<file path="src/rtl/approx_mult_pkg.sv">
// approx_mult_pkg: shared constants and partial-product geometry helpers for
// approx_mult_pipe.
//   MODE_EXACT / MODE_APPROX : encoding of the per-beat mode bit.
//   col_height()             : number of partial-product bits in a column.
//   col_lo()                 : lowest row index that has a bit in a column.
//   in_approx_group()        : whether bit (row i, column c) is consumed by a
//                              4:2 compressor group in approximate mode.
package approx_mult_pkg;

   localparam logic MODE_EXACT  = 1'b0;
   localparam logic MODE_APPROX = 1'b1;

   function automatic int unsigned col_height(input int unsigned w, input int unsigned c);
      if (c >= 2 * w - 1) begin
         return 0;
      end
      if (c < w) begin
         return c + 1;
      end
      return 2 * w - 1 - c;
   endfunction

   function automatic int unsigned col_lo(input int unsigned w, input int unsigned c);
      return (c >= w) ? c - w + 1 : 0;
   endfunction

   // Bits are grouped in ascending row order; only complete groups of four
   // are compressed, the leftover tail of the column passes through.
   function automatic logic in_approx_group(input int unsigned w, input int unsigned ac,
                                            input int unsigned i, input int unsigned c);
      int unsigned h;
      h = col_height(w, c);
      return (c < ac) && ((i - col_lo(w, c)) < 4 * (h / 4));
   endfunction

endpackage

</file>
<file path="src/rtl/approx_compressor_42.sv">
// approx_compressor_42: probability-based approximate 4:2 compressor.
//   i_a..i_d : four bits of one partial-product column (weight 1).
//   o_sum    : result bit in the same column (weight 1).
//   o_carry  : result bit for the next column (weight 2).
// Any two set inputs produce a carry; a single set input produces a sum.
// The result therefore never exceeds the exact count of ones.
module approx_compressor_42
   import approx_mult_pkg::*;
(
   input  logic i_a,
   input  logic i_b,
   input  logic i_c,
   input  logic i_d,
   output logic o_sum,
   output logic o_carry
);

   logic w_carry;

   assign w_carry = (i_a & i_b) | (i_c & i_d) | ((i_a | i_b) & (i_c | i_d));
   assign o_carry = w_carry;
   assign o_sum   = (i_a | i_b | i_c | i_d) & ~w_carry;

endmodule

</file>
<file path="src/rtl/approx_mult_pipe.sv">
// approx_mult_pipe: three-stage pipelined unsigned W x W multiplier with a
// per-beat choice between exact and approximate partial-product reduction.
//   clk, rst              : clock (rising edge), asynchronous active-high reset.
//   in_valid/in_ready     : operand handshake; in_a, in_b operands, in_approx mode.
//   out_valid/out_ready   : product handshake; out_p product, out_approx mode tag.
//   busy                  : some pipeline stage holds a valid beat.
// S1 registers operands, S2 registers a carry-save pair, S3 the final product.
// The whole pipe stalls together when S3 holds a beat that is not taken.
module approx_mult_pipe
   import approx_mult_pkg::*;
#(
   parameter int unsigned W           = 8,
   parameter int unsigned APPROX_COLS = W
) (
   input  logic             clk,
   input  logic             rst,
   input  logic             in_valid,
   output logic             in_ready,
   input  logic [W-1:0]     in_a,
   input  logic [W-1:0]     in_b,
   input  logic             in_approx,
   output logic             out_valid,
   input  logic             out_ready,
   output logic [2*W-1:0]   out_p,
   output logic             out_approx,
   output logic             busy
);

   localparam int unsigned PW = 2 * W;
   localparam int unsigned NG = W / 4;          // max compressor groups per column
   localparam int unsigned NR = W + 2 * NG;     // pp rows + group sum rows + group carry rows

   // Pipeline state
   logic            r_rdy_en;
   logic            r_v1, r_v2, r_v3;
   logic [W-1:0]    r_a1, r_b1;
   logic            r_m1, r_m2, r_m3;
   logic [PW-1:0]   r_sum2, r_cry2;
   logic [PW-1:0]   r_p3;

   logic            w_adv;
   logic            w_acc;
   logic            w_apx;
   logic [NG-1:0]   w_cs [PW-1];
   logic [NG-1:0]   w_cc [PW-1];
   logic [PW-1:0]   w_rows [NR];
   logic [PW-1:0]   w_sum, w_cry;

   assign w_adv      = ~r_v3 | out_ready;
   // r_rdy_en holds in_ready low for the first cycle after reset release.
   assign in_ready   = r_rdy_en & w_adv;
   assign w_acc      = in_valid & in_ready;
   assign w_apx      = (r_m1 == MODE_APPROX);
   assign out_valid  = r_v3;
   assign out_p      = r_p3;
   assign out_approx = r_m3;
   assign busy       = r_v1 | r_v2 | r_v3;

   // Approximate compressors on the low columns. The top column (2W-1) is
   // always empty, so it gets no slot.
   for (genvar c = 0; c < PW - 1; c++) begin : g_col
      localparam int unsigned Lo  = col_lo(W, c);
      localparam int unsigned Ngc = (c < APPROX_COLS) ? col_height(W, c) / 4 : 0;
      for (genvar g = 0; g < NG; g++) begin : g_grp
         if (g < Ngc) begin : g_cmp
            localparam int unsigned R0 = Lo + 4 * g;
            approx_compressor_42 u_cmp (
               .i_a     (r_a1[c-R0]   & r_b1[R0]),
               .i_b     (r_a1[c-R0-1] & r_b1[R0+1]),
               .i_c     (r_a1[c-R0-2] & r_b1[R0+2]),
               .i_d     (r_a1[c-R0-3] & r_b1[R0+3]),
               .o_sum   (w_cs[c][g]),
               .o_carry (w_cc[c][g])
            );
         end else begin : g_none
            assign w_cs[c][g] = 1'b0;
            assign w_cc[c][g] = 1'b0;
         end
      end
   end

   // Bit matrix seen by the exact reduction: partial-product rows with the
   // compressed bits removed (approx mode), plus one row per group slot for
   // compressor sums and one for compressor carries.
   always_comb begin
      for (int r = 0; r < NR; r++) begin
         w_rows[r] = '0;
      end
      for (int i = 0; i < W; i++) begin
         for (int j = 0; j < W; j++) begin
            w_rows[i][i+j] = r_a1[j] & r_b1[i] &
                             ~(w_apx & in_approx_group(W, APPROX_COLS, i, i + j));
         end
      end
      if (w_apx) begin
         for (int c = 0; c < PW - 1; c++) begin
            for (int g = 0; g < NG; g++) begin
               w_rows[W+g][c]      = w_cs[c][g];
               w_rows[W+NG+g][c+1] = w_cc[c][g];
            end
         end
      end
   end

   // Exact carry-save reduction of all rows down to a sum/carry pair.
   always_comb begin
      logic [PW-1:0] w_t;
      w_sum = w_rows[0];
      w_cry = w_rows[1];
      w_t   = '0;
      for (int r = 2; r < NR; r++) begin
         w_t   = w_sum ^ w_cry ^ w_rows[r];
         w_cry = ((w_sum & w_cry) | (w_sum & w_rows[r]) | (w_cry & w_rows[r])) << 1;
         w_sum = w_t;
      end
   end

   always_ff @(posedge clk or posedge rst) begin
      if (rst) begin
         r_rdy_en <= 1'b0;
         r_v1     <= 1'b0;
         r_v2     <= 1'b0;
         r_v3     <= 1'b0;
         r_a1     <= '0;
         r_b1     <= '0;
         r_m1     <= MODE_EXACT;
         r_sum2   <= '0;
         r_cry2   <= '0;
         r_m2     <= MODE_EXACT;
         r_p3     <= '0;
         r_m3     <= MODE_EXACT;
      end else begin
         r_rdy_en <= 1'b1;
         if (w_adv) begin
            r_v1 <= w_acc;
            r_v2 <= r_v1;
            r_v3 <= r_v2;
            // Data registers only load on valid beats so outputs stay put
            // across bubbles.
            if (w_acc) begin
               r_a1 <= in_a;
               r_b1 <= in_b;
               r_m1 <= in_approx;
            end
            if (r_v1) begin
               r_sum2 <= w_sum;
               r_cry2 <= w_cry;
               r_m2   <= r_m1;
            end
            if (r_v2) begin
               r_p3 <= r_sum2 + r_cry2;
               r_m3 <= r_m2;
            end
         end
      end
   end

endmodule

</file>
<file path="config.mk">
export PLATFORM = sky130hd
export DESIGN_NAME = approx_mult_pipe
export DESIGN_NICKNAME = d
export VERILOG_FILES = /design/src/rtl/approx_mult_pkg.sv /design/src/rtl/approx_compressor_42.sv /design/src/rtl/approx_mult_pipe.sv
export SDC_FILE = /design/constraint.sdc
export NUM_CORES = 1
export LEC_CHECK = 0
export CAP_MARGIN = 20
export CORE_ASPECT_RATIO = 1.2
export CORE_UTILIZATION = 60
export DETAILED_ROUTE_END_ITERATION = 10
export PLACE_DENSITY_LB_ADDON = 0.12
export SLEW_MARGIN = 20
export SYNTH_ARGS = -nofsm -noshare
export SYNTH_HDL_FRONTEND = slang
export SYNTH_HIERARCHICAL = 1
export SYNTH_SLANG_ARGS = --single-unit
</file>
<file path="constraint.sdc">
create_clock -name clk -period 6.8 [get_ports clk]
set_input_delay 0.68 -clock clk [delete_from_list [all_inputs] [get_ports clk]]
set_output_delay 0.68 -clock clk [all_outputs]
set_load 0.005 [all_outputs]
</file>
==> load_flow_metrics.sql <==
INSERT INTO impl_metrics (metric_group, metric, value, unit) VALUES
('clock_tree', 'htreeDepth', '3', ''),
('sta', 'rsz_0062_raised_after_global_routing', 'no', ''),
('clock_tree', 'clk_latency', '360', 'ps'),
('floorplan', 'number_of_placed_i_o_pins', '41', ''),
('critical_path', 'critical_path.n_buffers_inverters', '4', ''),
('hold_path', 'hold_sp', 'out_p[11]', ''),
('sta', 'max_slew.worst_pin.slew', '820', 'ps'),
('clock_tree', 'ctsRootBufferMaster', 'clkbuf_8', ''),
('sta', 'maxSlewViolCount', '0', ''),
('critical_path', 'timing.rr.start', 'r_m1', ''),
('logic_synthesis', 'netlist_area_before_placement', '5480', 'um^2'),
('critical_path', 'worstPathRequired', '7040', 'ps'),
('clock_tree', 'cts_setup_buffers', '0', ''),
('placed_design', 'gp_routability_congestion', '0.864', ''),
('placed_design', 'io_buffers', '40', ''),
('sta', 'setup-violations-final', '0', ''),
('floorplan', 'core.rowCount', '37', ''),
('routing', 'vias_per_cell', '5.54', ''),
('routing', 'final_antenna_violating_net_count', '0', ''),
('routing', 'route.final.wire_length', '10.1', 'mm'),
('placed_design', 'dpl.hpwl', '8.00', 'mm'),
('floorplan', 'die_h', '107', 'um'),
('grt', 'antenna_violations_before_repair', '0', ''),
('critical_path', 'reg2regPathDepth', '17', ''),
('grt', 'globalRouteOverflowTotal', '0', ''),
('critical_path', 'cpPeakStageDelay', '600', 'ps'),
('logic_synthesis', 'async_reset_ff_frac', '1.00', ''),
('finish', 'final_nets', '679', ''),
('logic_synthesis', 'flops_latches_synth', '65', ''),
('grt', 'grt_util_all_layers', '0.249', ''),
('sta', 'fin_hold_ws', '481', 'ps'),
('sta', 'hold_viol_final', '0', ''),
('grt', 'grt_pass1_vias', '3966', ''),
('sta', 'post-route-min-period', '6180', 'ps'),
('routing', 'detail_route.first_pass.iterations', '4', ''),
('critical_path', 'setup.worst_path.class', 'register to register', ''),
('sta', 'fin_crit_sh', '0.909', ''),
('finish', 'final_layout_size_suffix_gt1_frac', '0.127', ''),
('critical_path', 'critical-path-top-delay-family', 'adder cells', ''),
('logic_synthesis', 'number_of_synthesized_flops_with_an_enable_pin', '0', ''),
('grt', 'grt_start_max_net_pins', '66', ''),
('job', 'maxCapViolations', '0', ''),
('floorplan', 'die_x', '89.3', 'um'),
('critical_path', 'cp_cell_sequence', 'nor2b_1 > and2_1 > fa_1 > fa_1 > fa_1 > fa_1 > fa_1 > inv_1 > fa_1 > fa_1 > inv_1 > fa_1 > inv_1 > fa_1 > inv_1 > fa_1 > mux2_2', ''),
('finish', 'filler_cell_count', '698', ''),
('clock_tree', 'cts-buffers-inserted', '9', ''),
('critical_path', 'cp-start-kind', 'register', ''),
('floorplan', 'core-area', '8700', 'um^2'),
('floorplan', 'floorplan.die_area', '9520', 'um^2'),
('routing', 'wl_per_cell', '15.0', 'um'),
('finish', 'mostFrequentLayoutCell', 'dfrtp_1', ''),
('logic_synthesis', 'synth_fp_nets', '648', ''),
('finish', 'insertedDiodeCount', '0', ''),
('sta', 'timing.slew.headroom', '0.453', ''),
('critical_path', 'worstPathMaxFanout', '16', ''),
('floorplan', 'initial_utilization', '0.630', ''),
('sta', 'max_clock_freq', '162', 'MHz'),
('clock_tree', 'cts_sinks', '65', ''),
('clock_tree', 'hold_buffers', '0', ''),
('critical_path', 'slowest_stage_cell_on_the_critical_path', 'dfrtp_1', ''),
('finish', 'most_frequent_cells_in_the_layout', 'dfrtp_1 (65), and2_1 (61), inv_1 (61)', ''),
('hold_path', 'min_to', 'out_p[11]', ''),
('clock_tree', 'max-clock-path-buffers', '2', ''),
('routing', 'drt-initial-drc-count', '99', ''),
('critical_path', 'r2r_setup_slack', '620', 'ps'),
('routing', 'drcViolationCount', '0', ''),
('hold_path', 'whs_path_depth', '2', ''),
('finish', 'area_delta_synth_final', '11.7', '%'),
('critical_path', 'cp_data_arrival_time', '6420', 'ps'),
('run_status', 'outcome', 'finished, final reports clean', ''),
('clock_tree', 'cts_tree', 'built', '');
-- power by group --
group	switching [W]	internal [W]	total [W]
combinational	0.00109	0.00105	0.00214
sequential	0.000126	0.000535	0.000661
clock	0.000146	0.000139	0.000285
total	0.00136	0.00173	0.00309
-- kinds of logic after synthesis --
kind of cell               count (synthesis)  share of synthesized area
DFF                                       65                      0.297
other                                      1                   0.000684
buffers and inverters                     86                     0.0612
AOI/OAI and AO/OA                         48                     0.0566
xor gates and xnor gates                  12                     0.0192
adders and majority gates                101                      0.299
and+or+nand+nor                          161                      0.160
muxes                                     52                      0.106
-- through the flow --
stage	cell area (um^2)	std cells	util	total power, W
2_1_floorplan	5480	526	-	0.00220
3_3_place_gp	5960	663	0.684	0.00269
3_5_place_dp	5960	663	0.684	0.00282
4_1_cts	6120	678	0.703	0.00314
5_1_grt	6120	678	0.703	0.00355
6_report	6120	678	0.703	0.00309
-- cells in the mapped netlist, types with 3 or more instances --
library cell	n	area share
nand2b_1	3	0.0034
xor2_1	10	0.016
nor2_1	10	0.0068
nand2_1	56	0.038
a211oi_1	7	0.0096
a21oi_1	13	0.012
inv_1	62	0.042
mux2_2	50	0.10
ha_1	51	0.12
dfrtp_1	65	0.30
and2_1	61	0.070
clkbuf_1	19	0.013
nor2b_1	8	0.0091
o21ai_0	11	0.010
a211o_1	6	0.0096
a21o_1	3	0.0041
fa_1	50	0.18
buf_2	4	0.0037
nor4b_1	12	0.019
-- flip-flops by register name, indices dropped and copies added, names as in the netlist --
signal      count
r_v2            1
out_approx      1
r_b1            8
out_valid       1
r_m2            1
r_m1            1
r_a1            8
r_sum2         16
r_v1            1
r_cry2         10
out_p          16
r_rdy_en        1
-- worst max-delay path by stage --
stage / start / endpoint / cells after the start
floorplan: r_m1 / r_sum2[8] / 17
global placement: r_m1 / r_sum2[8] / 17
detailed placement: r_m1 / r_sum2[8] / 18
CTS: r_m1 / r_sum2[8] / 18
global route: r_m1 / r_sum2[8] / 17
finish: r_m1 / r_sum2[8] / 17
-- cell type report --
class                           instances  area (um^2)  area share
Timing Repair Buffer                   44          430      0.0703
Clock buffer                           12          145      0.0237
Sequential cell                        65         1630       0.266
Inverter                               62          233      0.0380
Multi-Input combinational cell        375         3520       0.575
Clock inverter                          3         17.5     0.00286
Tap cell                              117          146      0.0239
-- layer usage --
layer / wire length [um] / GRT usage / vias up
li1: - / - / 1786
met1: 4380 / 0.303 / 1876
met2: 5140 / 0.420 / 73
met3: 351 / 0.0570 / 21
met4: 286 / 0.105 / 0
met5: 0 / 0 / -
-- worst reg2reg max path: stages, from the launching register on --
cell and delay [ps]:
dfrtp_1 600, nor2b_1 130, and2_1 200, fa_1 580
fa_1 440, fa_1 510, fa_1 440, fa_1 500
inv_1 50, fa_1 450, fa_1 490, inv_1 50
fa_1 470, inv_1 50, fa_1 340, inv_1 80
fa_1 410, mux2_2 270
Note: power is estimated with default switching activity, not from simulation.
